<file path="src/rtl/vga_sync_pkg.sv">
// -----------------------------------------------------------------------------
// vga_timing_pkg
// Shared raster timing for the VGA sync generator and its consumers.
//   - default horizontal/vertical display, porch and sync widths (640x480@60)
//   - derived totals H_TOTAL (800) and V_TOTAL (525)
//   - 10-bit coordinate width and the coordinate type
//   - packed struct holding the registered video_on/hsync/vsync decode
//   - helper functions for the sync/blanking decode
// -----------------------------------------------------------------------------
package vga_timing_pkg;

  // Coordinate width: both totals must stay below 2**COORD_W.
  localparam int COORD_W = 10;

  // Horizontal timing (pixels)
  localparam int DEF_H_DISPLAY = 640;
  localparam int DEF_H_FRONT   = 16;
  localparam int DEF_H_SYNC    = 96;
  localparam int DEF_H_BACK    = 48;

  // Vertical timing (lines)
  localparam int DEF_V_DISPLAY = 480;
  localparam int DEF_V_FRONT   = 10;
  localparam int DEF_V_SYNC    = 2;
  localparam int DEF_V_BACK    = 33;

  // System clocks per pixel (100 MHz -> 25 MHz)
  localparam int DEF_PIX_DIV   = 4;

  localparam int H_TOTAL = DEF_H_DISPLAY + DEF_H_FRONT + DEF_H_SYNC + DEF_H_BACK;
  localparam int V_TOTAL = DEF_V_DISPLAY + DEF_V_FRONT + DEF_V_SYNC + DEF_V_BACK;

  // Width of the optional frame counter.
  localparam int FRAME_CNT_W = 8;

  typedef logic [COORD_W-1:0] coord_t;

  // Registered blanking/sync decode. Syncs are active-low.
  typedef struct packed {
    logic video_on;
    logic hsync;
    logic vsync;
  } sync_t;

  localparam sync_t SYNC_RESET = '{video_on: 1'b0, hsync: 1'b1, vsync: 1'b1};

  // Inclusive unsigned range test.
  function automatic logic in_range(coord_t v, coord_t lo, coord_t hi);
    return (v >= lo) && (v <= hi);
  endfunction

  // Decode blanking and sync for one coordinate pair.
  function automatic sync_t decode_sync(
    coord_t x, coord_t y,
    coord_t h_disp, coord_t hs_first, coord_t hs_last,
    coord_t v_disp, coord_t vs_first, coord_t vs_last
  );
    sync_t s;
    s.video_on = (x < h_disp) && (y < v_disp);
    s.hsync    = !in_range(x, hs_first, hs_last);
    s.vsync    = !in_range(y, vs_first, vs_last);
    return s;
  endfunction

endpackage

</file>
<file path="src/rtl/vga_sync_if.sv">
// -----------------------------------------------------------------------------
// vga_sync_if
// Raster timing bundle from the sync generator to the renderer / pin stage.
//   p_tick     : pixel enable, one clk wide every PIX_DIV clks
//   pixl_x     : horizontal count
//   pixl_y     : vertical count
//   video_on   : high inside the visible area
//   hsync      : active-low horizontal sync
//   vsync      : active-low vertical sync
//   frame_tick : one-clk pulse when the counts return to (0,0)
// Flow control: there is no valid/ready pair. The generator free-runs and the
// consumer can never stall it; p_tick acts as a valid-only qualifier marking
// the single clk in which each coordinate pair is about to advance.
// Modports: master drives (vga_sync), slave observes (renderer / pins).
// -----------------------------------------------------------------------------
interface vga_sync_if;

  logic                   p_tick;
  vga_timing_pkg::coord_t pixl_x;
  vga_timing_pkg::coord_t pixl_y;
  logic                   video_on;
  logic                   hsync;
  logic                   vsync;
  logic                   frame_tick;

  modport master (
    output p_tick,
    output pixl_x,
    output pixl_y,
    output video_on,
    output hsync,
    output vsync,
    output frame_tick
  );

  modport slave (
    input p_tick,
    input pixl_x,
    input pixl_y,
    input video_on,
    input hsync,
    input vsync,
    input frame_tick
  );

endinterface

</file>
<file path="src/rtl/vga_sync_pixel_tick_gen.sv">
// -----------------------------------------------------------------------------
// pixel_tick_gen
// Divides the system clock by PIX_DIV and produces a registered one-clk pixel
// enable. The divider counts 0..PIX_DIV-1 from reset; p_tick is high during
// the clk in which the divider holds PIX_DIV-1, so the first tick appears in
// the PIX_DIV-th clk after reset release. PIX_DIV must be >= 2.
// Ports:
//   clk    : system clock
//   reset  : asynchronous active-low reset
//   p_tick : pixel enable
// -----------------------------------------------------------------------------
module pixel_tick_gen
  import vga_timing_pkg::*;
#(
  parameter int PIX_DIV = DEF_PIX_DIV
) (
  input  logic clk,
  input  logic reset,
  output logic p_tick
);

  localparam int              DIV_W    = $clog2(PIX_DIV);
  localparam logic [DIV_W-1:0] DIV_LAST = DIV_W'(PIX_DIV - 1);

  logic [DIV_W-1:0] div_q;
  logic [DIV_W-1:0] div_nxt;

  always_comb begin
    div_nxt = div_q + DIV_W'(1);
    if (div_q == DIV_LAST) begin
      div_nxt = '0;
    end
  end

  // p_tick is registered from the next divider value so it is high exactly
  // while div_q == DIV_LAST.
  always_ff @(posedge clk or negedge reset) begin
    if (!reset) begin
      div_q  <= '0;
      p_tick <= 1'b0;
    end else begin
      div_q  <= div_nxt;
      p_tick <= (div_nxt == DIV_LAST);
    end
  end

endmodule

</file>
<file path="src/rtl/vga_sync.sv">
// -----------------------------------------------------------------------------
// vga_sync
// Raster timing generator for a 640x480@60 Hz display (800x525 total) running
// from the 100 MHz board clock with a divided pixel enable.
// Ports:
//   clk       : system clock, 100 MHz
//   reset     : asynchronous active-low reset
//   vga       : vga_sync_if.master (p_tick, pixl_x, pixl_y, video_on, hsync,
//               vsync, frame_tick), all outputs registered
//   frame_cnt : 8-bit frame counter, present only when VGA_FRAME_CNT_EN is
//               defined; increments with each frame_tick and wraps 255->0
// Build option: VGA_FRAME_CNT_EN adds frame_cnt; without it there is no port
// and no counter.
// Timing: counts advance on the edge after a p_tick clk. video_on, hsync and
// vsync are decoded from the next-state counts and registered, so they change
// on the same edge as pixl_x/pixl_y. Every coordinate pair is held for PIX_DIV
// clks; consumers needing one pulse per pixel must qualify with p_tick.
// -----------------------------------------------------------------------------
module vga_sync
  import vga_timing_pkg::*;
#(
  parameter int H_DISPLAY = DEF_H_DISPLAY,
  parameter int H_FRONT   = DEF_H_FRONT,
  parameter int H_SYNC    = DEF_H_SYNC,
  parameter int H_BACK    = DEF_H_BACK,
  parameter int V_DISPLAY = DEF_V_DISPLAY,
  parameter int V_FRONT   = DEF_V_FRONT,
  parameter int V_SYNC    = DEF_V_SYNC,
  parameter int V_BACK    = DEF_V_BACK,
  parameter int PIX_DIV   = DEF_PIX_DIV
) (
  input  logic              clk,
  input  logic              reset,
  vga_sync_if.master        vga
`ifdef VGA_FRAME_CNT_EN
  ,
  output logic [FRAME_CNT_W-1:0] frame_cnt
`endif
);

  localparam int H_TOT = H_DISPLAY + H_FRONT + H_SYNC + H_BACK;
  localparam int V_TOT = V_DISPLAY + V_FRONT + V_SYNC + V_BACK;

  localparam coord_t H_LAST   = coord_t'(H_TOT - 1);
  localparam coord_t V_LAST   = coord_t'(V_TOT - 1);
  localparam coord_t H_DISP   = coord_t'(H_DISPLAY);
  localparam coord_t V_DISP   = coord_t'(V_DISPLAY);
  localparam coord_t HS_FIRST = coord_t'(H_DISPLAY + H_FRONT);
  localparam coord_t HS_LAST  = coord_t'(H_DISPLAY + H_FRONT + H_SYNC - 1);
  localparam coord_t VS_FIRST = coord_t'(V_DISPLAY + V_FRONT);
  localparam coord_t VS_LAST  = coord_t'(V_DISPLAY + V_FRONT + V_SYNC - 1);

  logic   p_tick;
  coord_t pixl_x_q;
  coord_t pixl_y_q;
  coord_t x_nxt;
  coord_t y_nxt;
  logic   frame_wrap;
  sync_t  sync_q;
  sync_t  sync_nxt;
  logic   frame_tick_q;

  pixel_tick_gen #(
    .PIX_DIV (PIX_DIV)
  ) u_pixel_tick_gen (
    .clk    (clk),
    .reset  (reset),
    .p_tick (p_tick)
  );

  // Next-state counts. frame_wrap marks the edge on which (H_LAST, V_LAST)
  // rolls over to (0,0); it is registered into frame_tick, so reset alone
  // never produces a frame_tick.
  always_comb begin
    x_nxt      = pixl_x_q;
    y_nxt      = pixl_y_q;
    frame_wrap = 1'b0;
    if (p_tick) begin
      if (pixl_x_q == H_LAST) begin
        x_nxt = '0;
        if (pixl_y_q == V_LAST) begin
          y_nxt      = '0;
          frame_wrap = 1'b1;
        end else begin
          y_nxt = pixl_y_q + coord_t'(1);
        end
      end else begin
        x_nxt = pixl_x_q + coord_t'(1);
      end
    end
  end

  // Decoding the next-state counts keeps the syncs aligned with the
  // coordinates they describe.
  always_comb begin
    sync_nxt = decode_sync(x_nxt, y_nxt,
                           H_DISP, HS_FIRST, HS_LAST,
                           V_DISP, VS_FIRST, VS_LAST);
  end

  always_ff @(posedge clk or negedge reset) begin
    if (!reset) begin
      pixl_x_q     <= '0;
      pixl_y_q     <= '0;
      sync_q       <= SYNC_RESET;
      frame_tick_q <= 1'b0;
    end else begin
      pixl_x_q     <= x_nxt;
      pixl_y_q     <= y_nxt;
      sync_q       <= sync_nxt;
      frame_tick_q <= frame_wrap;
    end
  end

`ifdef VGA_FRAME_CNT_EN
  // Counts in step with frame_tick: the value seen while frame_tick is high
  // already includes that frame.
  always_ff @(posedge clk or negedge reset) begin
    if (!reset) begin
      frame_cnt <= '0;
    end else if (frame_wrap) begin
      frame_cnt <= frame_cnt + FRAME_CNT_W'(1);
    end
  end
`endif

  assign vga.p_tick     = p_tick;
  assign vga.pixl_x     = pixl_x_q;
  assign vga.pixl_y     = pixl_y_q;
  assign vga.video_on   = sync_q.video_on;
  assign vga.hsync      = sync_q.hsync;
  assign vga.vsync      = sync_q.vsync;
  assign vga.frame_tick = frame_tick_q;

endmodule

</file>
<file path="src/flat_wrapper.sv">
// flat-port wrapper written by rule: the top's interface ports become plain ports
module vga_sync_flat import vga_timing_pkg::*;
#(
  parameter int H_DISPLAY = DEF_H_DISPLAY,
  parameter int H_FRONT   = DEF_H_FRONT,
  parameter int H_SYNC    = DEF_H_SYNC,
  parameter int H_BACK    = DEF_H_BACK,
  parameter int V_DISPLAY = DEF_V_DISPLAY,
  parameter int V_FRONT   = DEF_V_FRONT,
  parameter int V_SYNC    = DEF_V_SYNC,
  parameter int V_BACK    = DEF_V_BACK,
  parameter int PIX_DIV   = DEF_PIX_DIV
)
  (clk, reset, vga_p_tick, vga_pixl_x, vga_pixl_y, vga_video_on, vga_hsync, vga_vsync, vga_frame_tick);
  vga_sync_if vga_i ();
  input  logic clk;
  input  logic reset;
  output wire logic [$bits(vga_i.p_tick)-1:0] vga_p_tick;
  output wire logic [$bits(vga_i.pixl_x)-1:0] vga_pixl_x;
  output wire logic [$bits(vga_i.pixl_y)-1:0] vga_pixl_y;
  output wire logic [$bits(vga_i.video_on)-1:0] vga_video_on;
  output wire logic [$bits(vga_i.hsync)-1:0] vga_hsync;
  output wire logic [$bits(vga_i.vsync)-1:0] vga_vsync;
  output wire logic [$bits(vga_i.frame_tick)-1:0] vga_frame_tick;
  assign vga_p_tick = vga_i.p_tick;
  assign vga_pixl_x = vga_i.pixl_x;
  assign vga_pixl_y = vga_i.pixl_y;
  assign vga_video_on = vga_i.video_on;
  assign vga_hsync = vga_i.hsync;
  assign vga_vsync = vga_i.vsync;
  assign vga_frame_tick = vga_i.frame_tick;
  vga_sync #(.H_DISPLAY(H_DISPLAY), .H_FRONT(H_FRONT), .H_SYNC(H_SYNC), .H_BACK(H_BACK), .V_DISPLAY(V_DISPLAY), .V_FRONT(V_FRONT), .V_SYNC(V_SYNC), .V_BACK(V_BACK), .PIX_DIV(PIX_DIV)) u_core (.clk(clk), .reset(reset), .vga(vga_i));
endmodule
</file>
<file path="config.mk">
export PLATFORM = sky130hd
export DESIGN_NAME = vga_sync_flat
export DESIGN_NICKNAME = d
export VERILOG_FILES = /design/src/rtl/vga_sync_pkg.sv /design/src/rtl/vga_sync_if.sv /design/src/rtl/vga_sync_pixel_tick_gen.sv /design/src/rtl/vga_sync.sv /design/src/flat_wrapper.sv
export SDC_FILE = /design/constraint.sdc
export NUM_CORES = 1
export LEC_CHECK = 0
export BUFFER_PORTS_ARGS = -buffer_cell sky130_fd_sc_hd__buf_2
export CAP_MARGIN = 20
export CORE_ASPECT_RATIO = 1.5
export CORE_UTILIZATION = 35
export DETAILED_ROUTE_END_ITERATION = 6
export PLACE_DENSITY = 0.62
export SKIP_CTS_REPAIR_TIMING = 1
export SLEW_MARGIN = 20
export SYNTH_ARGS = -nofsm -noshare
export SYNTH_HDL_FRONTEND = slang
export SYNTH_SLANG_ARGS = --single-unit
</file>
<file path="constraint.sdc">
create_clock -name clk -period 3.3 [get_ports clk]
set_input_delay 0.66 -clock clk [delete_from_list [all_inputs] [get_ports clk]]
set_output_delay 0.66 -clock clk [all_outputs]
set_load 0.005 [all_outputs]
</file>
After elaboration in Yosys (flattened, before gate mapping)
Index checks and enable logic that the tools add are counted.
Word-level totals
  flip-flop bits (word level): 27
  input port bits: 2
  output and inout port bits: 25
  word-level logic and storage cells: 35
Cells by class
  $add $sub $neg: 3
  magnitude comparators: 6
  eq/ne operators: 4
  muxes and demuxes: 9
  reductions and logical operators: 5
Operators with widths (count)
  $mux W10: 5
  $add A10 B1 Y10 const B: 2
  $eq A10 B10 Y1 const B: 2
  $ge A10 B10 Y1 const B: 1
  $ge A10 B9 Y1 const B: 1
  $le A10 B10 Y1 const B: 1
  $le A10 B9 Y1 const B: 1
  $lt A10 B10 Y1 const B: 1
  $lt A10 B9 Y1 const B: 1
  $eq A2 B2 Y1 const B: 2
  $logic_and A1 B1 Y1: 3
  $mux W1: 3
  $add A2 B1 Y2 const B: 1
  $logic_not A1 Y1: 2
  $mux W2: 1

Longest topological paths before layout
Gate-level depths: netlist of the first run.
  word-level depth: 7
  gate-level depth with buffers: 7
  depth with buffers taken out: 7

By module
A second synthesis of the first run with hierarchy kept.
Unflattened totals
  cell total of the unflattened synthesis: 133
  area total of the unflattened synthesis: 1342.5 sq um
Modules (own cells, without submodules)
  vga_sync: times used 1, cells an instance 125, area each 1231.2 sq um, sequential area each 603.1 sq um
  pixel_tick_gen: times used 1, cells an instance 8, area each 111.4 sq um, sequential area each 75.1 sq um

Worst setup path after synthesis of the first run
OpenSTA, ideal clock, no wires.
  path type: register to register
  from: register u_core.pixl_x_q[5], in the netlist u_core.vga.pixl_x[5]
  to: register u_core.sync_q (netlist bit u_core.vga.video_on)
  setup time: 0.133 ns
  arrival time: 2.407 ns
  data required time: 3.167 ns
  setup slack: 0.760 ns
  cell stages (with the launch flop): 8
  path buffers: 2
  clock period less this slack: 2.540 ns
  path through: dfrtp_1 > or3_1 > buf_6 > or4_4 > buf_6 > or4_4 > a211oi_2 > a211oi_1
RTL lines
  from (decl): RTL line vga_sync.sv:54  | coord_t pixl_x_q;
  from (signal assigned): RTL line vga_sync.sv:108  | pixl_x_q <= x_nxt;
  to (signal assigned): RTL line vga_sync.sv:110  | sync_q <= sync_nxt;
  to (decl): RTL line vga_sync.sv:59  | sync_t sync_q;

==> results of run 1 <==
[synthesized netlist by cell type]
cell type	count	share of area
o31ai_1	3	0.015
and2_1	2	0.0085
or4_4	2	0.015
buf_6	2	0.015
nand3_1	13	0.044
nor3b_1	1	0.0051
a311oi_1	1	0.0060
nor4_1	4	0.017
a21oi_1	4	0.014
o211ai_1	2	0.010
mux2_2	1	0.0077
nor3_1	4	0.014
a211oi_2	1	0.0085
or3_1	2	0.0085
nor4bb_1	1	0.0068
o22ai_1	1	0.0043
dfrtp_1	25	0.43
xor2_1	3	0.018
mux2i_1	1	0.0068
nand4_1	5	0.021
or4_1	2	0.010
nor2_1	5	0.013
nor2b_1	1	0.0043
o31a_1	2	0.012
nor4_2	1	0.0085
clkbuf_1	2	0.0051
o31a_2	1	0.0068
a22oi_1	1	0.0051
o21ai_0	12	0.041
a211oi_1	1	0.0051
a31oi_1	1	0.0043
ha_1	5	0.043
a41o_1	1	0.0068
xnor2_1	4	0.024
dfstp_2	2	0.036
and4_1	2	0.012
nand2_1	17	0.043
a21boi_1	1	0.0051
and3_1	2	0.0085
inv_1	14	0.036
[cell usage in the layout, fill, tap and decap left out, types with 2 or more instances in the layout]
cell,instances
nor4_1,4
dfstp_2,2
inv_1,14
o211ai_1,2
dfrtp_1,25
o31a_1,2
and2_1,2
buf_2,26
a21oi_1,4
nor3_1,4
o31ai_1,3
or4_1,2
nand4_1,5
nand3_1,13
and3_1,2
o21ai_0,12
or3_1,2
clkbuf_8,3
or4_4,2
xnor2_1,4
ha_1,5
nand2_1,17
and4_1,2
xor2_1,3
nor2_1,5
[sequential cells by signal, indices dropped and copies added (netlist names)]
name	flops
u_core.vga.frame_tick	1
u_core.u_pixel_tick_gen.p_tick	1
u_core.vga.video_on	1
u_core.vga.pixl_y	10
u_core.vga.vsync	1
u_core.u_pixel_tick_gen.div_q	2
u_core.vga.pixl_x	10
u_core.vga.hsync	1
[per-layer routing]
layer / vias up / track usage / routed length (um)
met5: - / 0 / 0
met4: 0 / 0.07250 / 66
met3: 6 / 0.01685 / 83
met2: 26 / 0.2747 / 1613
met1: 579 / 0.2212 / 1463
li1: 622 / - / -
[report_power, final]
group          switching (uW)  internal (uW)  total, uW
sequential                  0            331        331
combinational            5.91          0.423       6.34
clock                     102           84.6        187
total                     108            416        524
[logic make-up after synthesis]
family          Yosys count
compound gates           32
flops                    27
simple gates             64
xor+xnor                  7
mux                       2
fa+ha+maj                 5
buf+inv                  18
[final cells by class]
class / instances / area (sq um) / share of cell area
inverter: 14 / 52.55 / 0.03127
multi-input combinational: 110 / 709.4 / 0.4222
clock inverter: 1 / 5.005 / 0.002978
tap: 45 / 56.30 / 0.03351
clock buffer: 3 / 41.29 / 0.02457
timing repair buffer: 27 / 137.6 / 0.08191
sequential: 27 / 678.2 / 0.4036
[worst paths after layout]
kind	end	from
max	u_core.vga.video_on	u_core.vga.pixl_x[5]
min	u_core.vga.frame_tick	reset
max reg2reg	u_core.vga.video_on	u_core.vga.pixl_x[5]
min reg2reg	u_core.u_pixel_tick_gen.div_q[0]	u_core.u_pixel_tick_gen.div_q[0]
max in group asynchronous	u_core.vga.hsync	reset
min in group clk	u_core.u_pixel_tick_gen.div_q[0]	u_core.u_pixel_tick_gen.div_q[0]
[stage by stage]
step	std cells	util	area, sq um	hold slack (ns)	setup WS, ns
after floorplan	155	-	1470	0.3644	0.7600
after global placement	223	0.4091	1634	0.4353	0.7520
after detailed placement	223	0.4091	1634	0.4468	0.7073
after CTS	227	0.4207	1680	0.3939	0.6984
after global routing	227	0.4207	1680	0.4219	0.5511
final	227	0.4207	1680	0.3749	0.6944
==> impl_results.md, run 1 <==
- Chip height: 81.38 um
- Clock-pin slew on the worst setup and hold paths: 0.09 ns
- CP Launch Type: flip-flop
- Largest net degree at the start of global routing: 28
- CP max stage cell: or4_4
- Status: complete, no violations
- Max IR drop VDD: 0.2089 mV
- Total GRT Usage: 0.1692
- Simple-Gate Fraction of Synth Area: 0.2400
- Clk_lat worst skew: 0.27 ns
- Average size of a mapped cell: 9.485 sq um
- Area Overhead vs Synth: 14.30%
- Fin nets: 190
- Vias: 1233
- DRT Pass-1 Iters: 4
- Residual DRC: 0
- IO Port Bufs: 26
- Fmax: 383.8 MHz
- DP HPWL: 2457 um
- Mux contribution to synthesized area: 0.01447
- Max clock buf depth: 2
- Die width: 54.92 um
- Number of global-route vias before repair: 1204
- Worst hold path class: input port to asynchronous set/reset pin
- H-tree depth: 1
- Tcrit/Tclk final: 0.7896
- Row count: 28
- Max-Cap Viols: 0
- Filler Cells Inserted: 429
- Tot Pwr: 523.8 uW
- Yosys warning count: 0
- CP Cell Sequence: or3_1, or4_4, or4_4, a211oi_2, a211oi_1
- Initial antenna violation count: 0
- Layout cells sized above 1: 0.2143
- Max Clock Skew: 0.005197 ns
- Final ANT Viol Nets: 0
- Critical path fanouts, max: 10
- Gr ovfl total: 0
- Post-synthesis xor/xnor area fraction: 0.04170
- Starting Density: 0.3681
- RSZ-0062 raised after global routing: false
- Flop2flop setup slack: 0.69 ns
- FF+latch count, synth: 27
- Crit Path Class: flip-flop to flip-flop
- CTS tree: done
- Worst slew margin: 0.5436
- Crit path largest cell delay: 0.63 ns
- Worst slew pin tran: 0.6783 ns
- CTS Sinks: 27
- WP data required: 3.45 ns
- DR WL/cell: 14.21 um
- Top delay family on crit path: simple AND/OR/NAND/NOR gates
- Final hold vios: 0
- Final setup TNS: 0 ns
- Die ar.: 4469 sq um
- Min cycle time layout: 2.606 ns
- I/O pin total: 27
- Crit-path most repeated cell: or4_4
- Mapped Nets: 162
- Arr. time, crit path: 2.76 ns
- Routability congestion estimate from global placement: 0.8438
- Final wirelength: 3226 um
- Buf/Inv on CP: 0
- Final antenna diode count: 0
- Sequential area share after synthesis: 0.4613
- Worst Setup End Kind: flip-flop
- Initial DRC Count: 38
- Synth Area in Compound Gates: 0.1438
- Clk root buf: clkbuf_8
- R2R depth: 5
- Synth unique cells: 40
- Leak pwr: 0.0007865 uW
- First-pass GRT wire length: 5568 um
- Main combinational cell family by area after synthesis: simple AND/OR/NAND/NOR gates
- Setup violations, final: 0
- Inserted Clock Buffers: 3
- Core footprint: 3994 sq um
- Via density: 5.432
- Synthesized area: 1470 sq um
- Final max-slew violation count: 0
- Syn Inst Count: 155
- Power Density: 311.7 nW/um^2
- Crit path depth: 5
- Synth Area in Adders: 0.04255
Note: power is estimated with default switching activity, not from simulation.
==> inputs of run 2 (changes only) <==
Settings changed: ABC_AREA set to 1.
Clock period 3.3 ns to 2.6 ns, I/O delays scaled along.
==> impl_results.md, run 2 <==
- Row count: 30 (+7.1%)
- Gr ovfl total: 0 (unchanged)
- Starting Density: 0.3642 (-0.003941)
- Chip height: 85.85 um (+5.5%)
- Via density: 4.848 (-11%)
- Most frequent cells in the layout: nand2_1, inv_1, buf_2
- Crit Path Class: flip-flop to flip-flop
- Fin nets: 256 (+35%)
- Critical path fanouts, max: 12 (+2)
- Post-synth top area share: 0.3814 (-0.04414)
- Worst slew margin: 0.6006 (+0.05694)
- Final ANT Viol Nets: 0 (unchanged)
- Max IR drop VDD: 0.1768 mV (-15%)
- Worst R2R End: u_core.vga.video_on
- Worst Setup End Kind: flip-flop
- Core footprint: 4504 sq um (+13%)
- Max Clock Skew: 0.001723 ns (-0.003473 ns)
- Average size of a mapped cell: 7.456 sq um (-21%)
- Final max-slew violation count: 0 (unchanged)
- Number of enable flip-flop cells after synthesis: 0 (unchanged)
- DRT Pass-1 Iters: 6 (+2)
- Area Overhead vs Synth: 13.73%
- Worst slew pin tran: 0.5991 ns (-0.07915 ns)
- FF+latch count, synth: 27 (unchanged)
- Final wirelength: 3507 um (+8.7%)
- H-tree depth: 1 (unchanged)
- Final hold vios: 0 (unchanged)
- Top cells by area, synth: dfrtp_1, nand2_1, inv_1, nand3_1, nor2_1
- Area leader, netlist: dfrtp_1
- Worst hold path class: input port to asynchronous set/reset pin
- Arr. time, crit path: 2.13 ns (-0.63 ns)
- Met3 WL: 95 um (+14%)
- Yosys warning count: 0 (unchanged)
- Number of global-route vias before repair: 1441 (+20%)
- Sequential area share after synthesis: 0.4134 (-0.04785)
- Status: finished with violations
- Tot Pwr: 671.1 uW (+28%)
- Power Density: 359.7 nW/um^2 (+15%)
- CP Launch Type: flip-flop
- DP HPWL: 2837 um (+15%)
- Final hold slack: 0.2415 ns (-0.1335 ns)
- Synthesized area: 1640 sq um (+12%)
- Residual DRC: 1 (+1)
- Ys async rst share: 1.000 (unchanged)
- CTS Sinks: 27 (unchanged)
- Met2 Wirelength: 1870 um (+16%)
- RSZ-0062 raised after global routing: false
- Setup violations, final: 0 (unchanged)
- Max clock buf depth: 2 (unchanged)
- Syn Inst Count: 220 (+42%)
- Most common cell after layout, fill and taps aside: nand2_1
- CTS tree: done
- Clk_lat worst skew: 0.27 ns (about the same)
- Wl on met1: 1424 um (-2.7%)
- Leak pwr: 0.001031 uW (+31%)
- Fmax: 511.6 MHz (+33%)
- Initial antenna violation count: 0 (unchanged)
- Die ar.: 4970 sq um (+11%)
- Filler Cells Inserted: 491 (+14%)
- IO Port Bufs: 26 (unchanged)
- First-pass GRT wire length: 6168 um (+11%)
- Mapped Nets: 227 (+40%)
- Failing checks: design-rule violations
- DR WL/cell: 11.85 um (-17%)
- Min cycle time layout: 1.955 ns (-0.6508 ns)
- Most frequent cell after synthesis: nand2_1
- Commonest cells post-synth: nand2_1, inv_1, dfrtp_1
- Flop2flop setup slack: 0.65 ns (-0.05 ns)
- Beginning of the worst register-to-register path: u_core.vga.pixl_x[0]
- Routability congestion estimate from global placement: 0.8099 (-4.0%)
- Clk root buf: clkbuf_8
- WP data required: 2.78 ns (-0.67 ns)
- Tcrit/Tclk final: 0.7518 (-0.03775)
- Final antenna diode count: 0 (unchanged)
- DR top layer: met4
- Synth unique cells: 25 (-38%)
- Largest net degree at the start of global routing: 28 (unchanged)
- I/O pin total: 27 (unchanged)
- R2R depth: 10 (+5)
- Final setup TNS: 0 ns (unchanged)
- Clock-pin slew on the worst setup and hold paths: 0.09 ns (about the same)
- Layout Utilization: 0.4142 (-0.006572)
- Ys flop type: dfrtp_1
- Vias: 1435 (+16%)
- Die width: 57.90 um (+5.4%)
- Inserted Clock Buffers: 3 (unchanged)
- Max-Cap Viols: 0 (unchanged)
- Initial DRC Count: 39 (+2.6%)
- Layout cells sized above 1: 0.2339 (+0.01959)
- Total GRT Usage: 0.1606 (-0.008643)
## run 2: cell types whose count changed in the layout (fill, tap and decap cells not counted), moves of 6 or more
| cell | delta |
|---|---|
| o21ai_0 | -6 |
| nand3_1 | +7 |
| nand2_2 | +7 |
| nand2_1 | +36 |
| nor2_1 | +19 |
| inv_1 | +24 |
## run 2: per-stage QoR
step           cell area (sq um)  worst slack, ns  cells
3_5_place_dp                1817           0.6359    292
3_3_place_gp                1817           0.7549    292
4_1_cts                     1866           0.6258    296
6_report                    1866           0.6453    296
5_1_grt                     1866           0.4640    296
2_1_floorplan               1640            1.014    220
## run 2: final cells by class
type,instances,area [sq um],area share
tap,48,60.06,0.03219
timing repair buffer,27,137.6,0.07378
multi-input combinational,148,783.3,0.4199
clock buffer,3,41.29,0.02213
sequential,27,678.2,0.3635
clock inverter,1,7.507,0.004024
inverter,42,157.7,0.08451
## run 2: cell families after synthesis
family	count (synthesis)	share of synthesized area
flip-flops	27	0.4134
XOR/XNOR	2	0.01068
AO/OA/AOI/OAI	14	0.05339
AND/OR/NAND/NOR	127	0.3753
buffers and inverters	45	0.1091
adder cells (fa/ha/maj)	5	0.03814
## run 2: worst max path at each step
stage	start	to	slack, ns	depth (start not counted)
2_1_floorplan	u_core.vga.pixl_x[0]	u_core.vga.video_on	1.01	12
3_3_place_gp	u_core.vga.pixl_x[0]	u_core.vga.video_on	0.75	10
3_5_place_dp	u_core.vga.pixl_x[0]	u_core.vga.video_on	0.64	10
4_1_cts	u_core.vga.pixl_x[0]	u_core.vga.video_on	0.63	10
5_1_grt	u_core.vga.pixl_x[0]	u_core.vga.video_on	0.46	10
6_report	u_core.vga.pixl_x[0]	u_core.vga.video_on	0.65	10
## run 2: critical path, cell delays in order, from the launching register on
cell	delay, ns
dfrtp_1	0.44
ha_1	0.22
nand2_1	0.09
nor2_4	0.15
nand2_2	0.09
nor2_4	0.26
nand2_1	0.15
o21ai_0	0.17
nand3_1	0.14
nand2_1	0.10
nor2_1	0.04
## run 2: routing by layer
layer	track usage	up-vias
li1	-	735
met1	0.1901	658
met2	0.2821	29
met3	0.01659	13
met4	0.08009	0
met5	0	-
## run 2: power by group
part	switching (uW)	total [uW]	internal, uW
Combinational	7.81	8.35	0.538
Clock	134	243	109
Sequential	0	420	420
==> inputs of run 3 (changes only) <==
Settings changed: PLACE_DENSITY 0.62 to 0.64.
Clock period 2.6 ns to 1.6 ns, I/O delays scaled along.
==> impl_results.md, run 3 (synthesis results as in run 2) <==
- Tot Pwr: 1097 uW (+63%)
- CP max stage cell: dfrtp_1
- Sw Ratio: 0.2160 (+0.004375)
- Placed cells: 323 (+11%)
- Power Density: 480.8 nW/um^2 (+34%)
- First-pass GRT wire length: 6906 um (+12%)
- Setup violations, final: 3 (+3)
- P_int: 860.1 uW (+63%)
- Initial DRC Count: 50 (+28%)
- WP data required: 1.83 ns (-0.95 ns)
- Core footprint: 4504 sq um (unchanged)
- Most common cell after layout, fill and taps aside: nand2_1
- Vias: 1604 (+12%)
- Final max-slew violation count: 0 (unchanged)
- Max IR drop VDD: 0.4569 mV (+160%)
- Inserted Clock Buffers: 3 (unchanged)
- Via density: 4.817 (-0.64%)
- Fmax: 595.5 MHz (+16%)
- Die width: 57.90 um (unchanged)
- Worst hold path class: input port to asynchronous set/reset pin
- Row count: 30 (unchanged)
- DR WL/cell: 12.40 um (+4.7%)
- Area Overhead vs Synth: 39.13%
- Fin nets: 293 (+14%)
- Layout cells sized above 1: 0.4456 (+0.2117)
- Max Clock Skew: 0.002547 ns (+0.0008233 ns)
- Status: finished with violations
- Final hold vios: 0 (unchanged)
- Buf/Inv on CP: 1 (+1)
- DP HPWL: 3154 um (+11%)
- Max clock buf depth: 2 (unchanged)
- CP Cell Sequence: ha_2, nand2_2, nor2_4, buf_6, nand4_1, nand2_1, nand2_2, nor2_4, nand3_2, o21ai_2, nand2_1, nand2_1
- Final antenna diode count: 0 (unchanged)
- CTS tree: done
- I/O pin total: 27 (unchanged)
- Non-filler instance count after layout: 333 (+13%)
- Clock-pin slew on the worst setup and hold paths: 0.09 ns (about the same)
- Gr ovfl total: 0 (unchanged)
- Leak pwr: 0.001227 uW (+19%)
- Critical path fanouts, max: 4 (-8)
- Min cycle time layout: 1.679 ns (-0.2755 ns)
- CTS Sinks: 27 (unchanged)
- Most frequent cells in the layout: nand2_1, inv_1, buf_4
- Worst setup margin: -0.07920 ns (-0.7245 ns)
- Crit path largest cell delay: 0.37 ns (-0.07 ns)
- Final ANT Viol Nets: 0 (unchanged)
- Die ar.: 4970 sq um (unchanged)
- Worst slew pin tran: 0.5993 ns (+0.0001628 ns)
- H-tree depth: 1 (unchanged)
- IO Port Bufs: 26 (unchanged)
- Max-Cap Viols: 0 (unchanged)
- Post-Place Setup Slack: -0.1130 ns (-0.7489 ns)
- Sequential Power Share: 0.622 (-0.003)
- Clk_lat worst skew: 0.28 ns (about the same)
- Arr. time, crit path: 1.91 ns (-0.22 ns)
- Final wirelength: 4129 um (+18%)
- RSZ-0062 raised after global routing: true
- Comb pwr share: 0.012 (about the same)
- Clk root buf: clkbuf_8
- Starting Density: 0.3642 (unchanged)
- Residual DRC: 0 (-1)
- Tcrit/Tclk final: 1.050 (+0.2977)
- Top delay family on crit path: simple AND/OR/NAND/NOR gates
- Worst Setup End Kind: flip-flop
- Routability congestion estimate from global placement: 0.8694 (+7.3%)
- CP Launch Type: flip-flop
- Final setup TNS: -0.1856 ns (-0.1856 ns)
- Switch Pwr: 237.0 uW (+67%)
- Initial antenna violation count: 0 (unchanged)
- Clk pwr share: 0.366 (+0.004)
- Crit Path Class: flip-flop to flip-flop
- Filler Cells Inserted: 433 (-12%)
- Crit-path most repeated cell: nand2_1
- Chip height: 85.85 um (unchanged)
- Worst slew margin: 0.6005 (about the same)
- Total GRT Usage: 0.1798 (+0.01920)
- Number of global-route vias before repair: 1644 (+14%)
- Largest net degree at the start of global routing: 28 (unchanged)
- DRT Pass-1 Iters: 4 (-2)
- Failing checks: negative setup slack
[run 3: final timing paths]
kind / from / endpoint / slack, ns / cells after the start
max in group asynchronous: reset / u_core.vga.pixl_y[2] / 1.14 / 1
worst max register to register: u_core.vga.pixl_x[1] / u_core.vga.hsync / -0.08 / 12
worst min-delay path: reset / u_core.vga.video_on / 0.03 / 1
worst min register to register: u_core.u_pixel_tick_gen.div_q[0] / u_core.u_pixel_tick_gen.div_q[0] / 0.45 / 1
min in group clk: u_core.u_pixel_tick_gen.div_q[0] / u_core.u_pixel_tick_gen.div_q[0] / 0.45 / 1
worst max-delay path: u_core.vga.pixl_x[1] / u_core.vga.hsync / -0.08 / 12
[run 3: worst register-to-register path, cell delays in order (launching register included)]
cell and delay [ns]:
dfrtp_1 0.37, ha_2 0.20, nand2_2 0.06, nor2_4 0.16
buf_6 0.12, nand4_1 0.11, nand2_1 0.11, nand2_2 0.06
nor2_4 0.14, nand3_2 0.09, o21ai_2 0.07, nand2_1 0.08
nand2_1 0.07
[run 3: final cells by class]
type	instances	area (sq um)	area share
clock inverters	1	7.507	0.003289
multi-input cells	148	897.1	0.3931
clock buffers	3	41.29	0.01809
flip-flops and latches	27	679.4	0.2977
inverters	42	157.7	0.06908
well taps	48	60.06	0.02632
repair buffers	64	439.2	0.1924
[run 3: metal layers]
metal	routed length, um	track usage	vias up
li1	-	-	808
met1	1596	0.1947	742
met2	2183	0.3114	37
met3	125	0.01659	17
met4	224	0.1429	0
met5	0	0	-
[run 3: power by group through the flow]
stage                     registers (uW)  clock network (uW)  logic, uW
after global routing                 682                 450       16.9
after global placement               695                   0       15.0
after detailed placement             695                   0       15.3
after CTS                            682                 422       15.3
after floorplan                      696                   0   0.000543
final                                682                 402       13.6
[run 3: per-stage QoR]
stage / hold WS, ns / util / area, sq um
finish: 0.03455 / 0.5067 / 2282
global route: 0.08093 / 0.5067 / 2282
CTS: 0.06016 / 0.4686 / 2111
detailed placement: 0.3740 / 0.4578 / 2062
global placement: 0.3670 / 0.4578 / 2062
floorplan: 0.02441 / - / 1640
